File: src/rtl/muxn_rr_reg.sv
// Registered N-to-1 multiplexer with per-channel valid/ready handshakes.
// MODE=0 picks the channel named by selector; MODE=1 arbitrates round-robin among valid channels.
module muxn_rr_reg #(
  parameter int BUS_WIDTH = 32,
  parameter int NUM_IN    = 4,
  parameter int SEL_WIDTH = 2,
  parameter int MODE      = 0
) (
  input  logic                        clk,
  input  logic                        rst_n,
  input  logic [SEL_WIDTH-1:0]        selector,
  input  logic [NUM_IN-1:0]           in_valid,
  input  logic [NUM_IN*BUS_WIDTH-1:0] in_data,
  output logic [NUM_IN-1:0]           in_ready,
  output logic                        out_valid,
  input  logic                        out_ready,
  output logic [BUS_WIDTH-1:0]        out_data,
  output logic [SEL_WIDTH-1:0]        out_sel
);

  logic [NUM_IN-1:0]    grant;
  logic [SEL_WIDTH-1:0] grant_idx;
  logic                 can_load;
  logic                 load;

  logic                 out_valid_reg;
  logic [BUS_WIDTH-1:0] out_data_reg;
  logic [BUS_WIDTH-1:0] out_data_next;
  logic [SEL_WIDTH-1:0] out_sel_reg;

  // The single-entry output register accepts a word when empty or draining this cycle.
  assign can_load = !out_valid_reg || out_ready;
  assign load     = (|grant) && can_load;
  assign in_ready = grant & {NUM_IN{can_load}};

  generate
    if (MODE == 0) begin : g_select
      genvar gi;
      // Out-of-range selector values match no channel, so grant stays zero.
      for (gi = 0; gi < NUM_IN; gi++) begin : g_grant
        assign grant[gi] = rst_n && in_valid[gi] && (selector == SEL_WIDTH'(gi));
      end
      assign grant_idx = selector;
    end else begin : g_round_robin
      logic [SEL_WIDTH-1:0] ptr_reg;

      // Scan starts just after the last channel served, wrapping once around.
      always_comb begin
        int   idx;
        logic found;
        idx       = 0;
        found     = 1'b0;
        grant     = '0;
        grant_idx = '0;
        for (int k = 1; k <= NUM_IN; k++) begin
          idx = (int'(ptr_reg) + k) % NUM_IN;
          if (!found && in_valid[idx]) begin
            grant[idx] = 1'b1;
            grant_idx  = SEL_WIDTH'(idx);
            found      = 1'b1;
          end
        end
        if (!rst_n) begin
          grant = '0;
        end
      end

      always_ff @(posedge clk) begin
        if (!rst_n) begin
          ptr_reg <= SEL_WIDTH'(NUM_IN - 1);
        end else if (load) begin
          ptr_reg <= grant_idx;
        end
      end
    end
  endgenerate

  // Grant is one-hot or zero, so an AND-OR reduction selects the granted channel.
  logic [BUS_WIDTH-1:0] ch_masked [NUM_IN];

  generate
    genvar gi;
    for (gi = 0; gi < NUM_IN; gi++) begin : g_mask
      assign ch_masked[gi] = in_data[gi*BUS_WIDTH +: BUS_WIDTH] & {BUS_WIDTH{grant[gi]}};
    end
  endgenerate

  always_comb begin
    out_data_next = '0;
    for (int i = 0; i < NUM_IN; i++) begin
      out_data_next = out_data_next | ch_masked[i];
    end
  end

  always_ff @(posedge clk) begin
    if (!rst_n) begin
      out_valid_reg <= 1'b0;
      out_data_reg  <= '0;
      out_sel_reg   <= '0;
    end else if (load) begin
      out_valid_reg <= 1'b1;
      out_data_reg  <= out_data_next;
      out_sel_reg   <= grant_idx;
    end else if (out_valid_reg && out_ready) begin
      out_valid_reg <= 1'b0;
    end
  end

  assign out_valid = out_valid_reg;
  assign out_data  = out_data_reg;
  assign out_sel   = out_sel_reg;

endmodule

File: config.mk
export PLATFORM = sky130hd
export DESIGN_NAME = muxn_rr_reg
export DESIGN_NICKNAME = d
export VERILOG_FILES = /design/src/rtl/muxn_rr_reg.sv
export SDC_FILE = /design/constraint.sdc
export NUM_CORES = 1
export LEC_CHECK = 0
export ABC_AREA = 1
export CAP_MARGIN = 30
export CELL_PAD_IN_SITES_DETAIL_PLACEMENT = 1
export CELL_PAD_IN_SITES_GLOBAL_PLACEMENT = 2
export CORE_UTILIZATION = 14
export DETAILED_ROUTE_END_ITERATION = 12
export PLACE_DENSITY_LB_ADDON = 0.1
export SYNTH_ARGS = -nofsm -noshare
export SYNTH_HDL_FRONTEND = slang
export SYNTH_SLANG_ARGS = --single-unit
File: constraint.sdc
create_clock -name clk -period 1.35 [get_ports clk]
set_clock_uncertainty 0.2 [all_clocks]
set_input_delay 0.2025 -clock clk [delete_from_list [all_inputs] [get_ports clk]]
set_output_delay 0.2025 -clock clk [all_outputs]
set_load 0.05 [all_outputs]
==> flow_metrics.py <==
metrics = {
    "status": {
        "outcome": "complete, but fails checks",
        "violations": "setup timing",
    },
    "yosys": {
        "syn-num-nets": 676,
        "ys_ff_latch": 35,
        "avgSynthCellArea_um2": 5.01,
        "synth_edf_count": 0,
        "synth_commonest_cells": "294 x nand2_1, 99 x inv_1, 68 x nor2_1",
        "yosys.area.top_type": "nand2_1",
        "synthCells": 539,
        "yosysUniqueCellTypes": 17,
        "yosysMostFrequentCell": "nand2_1",
        "synth-seq-area-share_pct": 25.9,
        "synth_ff_type": "dfxtp_1",
        "syn_area_mm2": 0.00270,
        "synth_area_leaders": "nand2_1 41%, dfxtp_1 26%, inv_1 14%",
        "synthArstFlopShare_pct": 0,
        "ys_warn_count": 0,
        "synth.top_cell.area_share_pct": 40.9,
    },
    "clock_tree": {
        "tritoncts": "done",
        "hold_buffers": 0,
        "clkSlewWorstSetupHoldPaths_ns": 0.06,
        "ctsLongestPathBuffers": 2,
        "htree_levels": 2,
        "clock_sinks": 35,
        "cts_buffers": 5,
        "root_buffer": "clkbuf_16",
        "clock_latency_ns": 0.29,
    },
    "sta": {
        "max_freq_ghz": 0.631,
        "max_slew_margin_pct": 72.0,
        "finalHoldViolations": 0,
        "setup_tns_ns": -5.27,
        "setup_viol": 36,
        "drv_slew": 0,
        "worst_slew_pin_slew_ns": 0.420,
        "layout_setup_ws_ns": -0.234,
        "rsz0062_at_grt": "true",
        "min_period_ns": 1.58,
        "fin_crit_sh_pct": 117,
    },
    "detailed_routing": {
        "drc_errors": 0,
        "wl_per_cell_um": 13.0,
        "vias_per_cell": 3.65,
        "drt_wl_total_um": 13100,
        "firstDrtPassIters": 3,
        "postRouteAntennaNets": 0,
        "drt_iter0_markers": 65,
        "vias": 3687,
    },
    "pwr": {
        "powerDensity_mw_per_mm2": 707,
        "ir_drop_uv": 414,
        "total_power_mw": 4.39,
        "p_leak_nw": 2.99,
    },
    "worst_setup_path": {
        "crit_path_max_incr_delay_ns": 0.34,
        "timing.rr.end": "out_data[29]",
        "crit_arrival_ns": 1.18,
        "r2r_cells": 10,
        "end_kind": "output port",
        "required_ns": 0.95,
        "r2r_setup_slack_ns": -0.16,
        "cp-startpoint": "out_valid",
        "endpoint": "in_ready[2]",
        "critPathLaunchType": "flip-flop",
        "crit_fanout": 3,
        "cp_cell_sequence": "inv_2 > nor2_4 > buf_6 > nor3_4 > buf_12",
        "timing.rr.start": "out_valid",
        "crit_type": "flip-flop to output port",
        "cpMaxStageDelayCell": "dfxtp_4",
    },
    "final_layout": {
        "final_nets": 887,
        "fillers": 2305,
        "area_delta_synth_final_pct": 130,
        "final_layout_size_suffix_gt1_share_pct": 20.8,
        "antenna_cells": 0,
        "final_core_util_pct": 33.0,
        "largest_reg_flops": 32,
    },
    "grt": {
        "grt_pass1_wl_um": 20400,
        "overflow": 0,
        "grt_pass1_vias": 3864,
        "track_usage_pct": 13.5,
        "antenna_found_initial": 0,
        "grt_max_degree": 36,
    },
    "run": {
        "cap_violations": 0,
    },
    "die": {
        "start_util_pct": 14.3,
        "die-area_mm2": 0.0199,
        "ioPinCount": 176,
        "die_y_um": 141,
        "core_area_mm2": 0.0188,
        "core.rowCount": 50,
        "fp.dieW_um": 141,
    },
    "min_path": {
        "hold_class": "input port to flip-flop",
        "hold_start": "selector[0]",
    },
    "placed_design": {
        "hpwl_um": 9180,
        "post-place-ws_ns": -0.694,
        "gp_congestion": 0.691,
        "io_buffers": 175,
    },
}
==> metal layers <==
layer	wire length, µm	up-vias	GRT usage, %
met5	0	-	0
met4	150	0	3.26
met3	827	9	4.01
met2	6510	100	24.2
met1	5630	1644	15.7
li1	-	1934	-
==> report_power, final <==
group / internal, mW / switching, mW / total (mW) / leakage, nW
combinational: 1.12 / 0.906 / 2.03 / 2.63
clock: 0.676 / 0.460 / 1.14 / 0.0640
sequential: 1.13 / 0.0998 / 1.23 / 0.288
==> how the worst min path moves through the flow <==
stage,depth (start not counted),to
final,7,out_sel[0]
after global routing,4,out_data[31]
after CTS,7,out_sel[0]
after detailed placement,2,out_sel[0]
after global placement,4,out_data[17]
after floorplan,4,out_sel[1]
==> logic make-up (layout without fill, tap and decap cells) <==
family	after synthesis	after routing	synth area share (%)
DFF	35	35	25.9
and+or+nand+nor	378	378	54.5
buffers and inverters	123	334	19.0
AOI/OAI and AO/OA	3	3	0.556
==> per-stage QoR <==
stage | std cells | cell area, µm² | hold WS, ns
after detailed placement | 978 | 5370 | 0.343
final | 1010 | 6210 | 0.317
after CTS | 1007 | 6060 | 0.287
after floorplan | 539 | 2760 | 0.224
after global placement | 978 | 5370 | 0.335
after global routing | 1010 | 6210 | 0.343
==> layout by cell type, fill, tap and decap left out <==
master,instances
nand3_1,1
a21oi_2,2
nor2_1,46
buf_6,7
nand3_2,1
bufbuf_16,2
buf_16,8
nor3_4,4
inv_4,1
dlygate4sd2_1,5
nor2_2,15
buf_8,1
dfxtp_1,34
clkbuf_16,6
nor2_4,12
buf_12,54
clkdlybuf4s15_2,1
dfxtp_4,1
nand2_4,3
clkdlybuf4s50_1,128
inv_1,97
o21ai_1,1
inv_2,3
clkbuf_1,2
buf_2,2
nand2_2,15
nand2_1,280
buf_4,17
nand2_8,1
==> repair_timing <==
action / in CTS / in global routing
pin swaps: 19 / 10
gates resized for setup: 60 / 28
hold endpoints to repair: 0 / 0
gates cloned: 10 / 1
setup buffers: 12 / 4
endpoints found under the setup margin: 39 / 39
==> final cells by class <==
type	count	area [µm²]	area share (%)
clock buffers	7	133	2.14
inverters	101	382	6.15
well taps	260	325	5.24
multi-input cells	381	1700	27.4
flip-flops and latches	35	704	11.4
repair buffers	226	2960	47.7
==> worst max-delay path: cells and delay by family, from the launching register on <==
kind,cells,cell delay (ns)
DFF,1,0.34
buffers and inverters,3,0.35
and+or+nand+nor,2,0.20
Note: power is estimated with default switching activity, not from simulation.
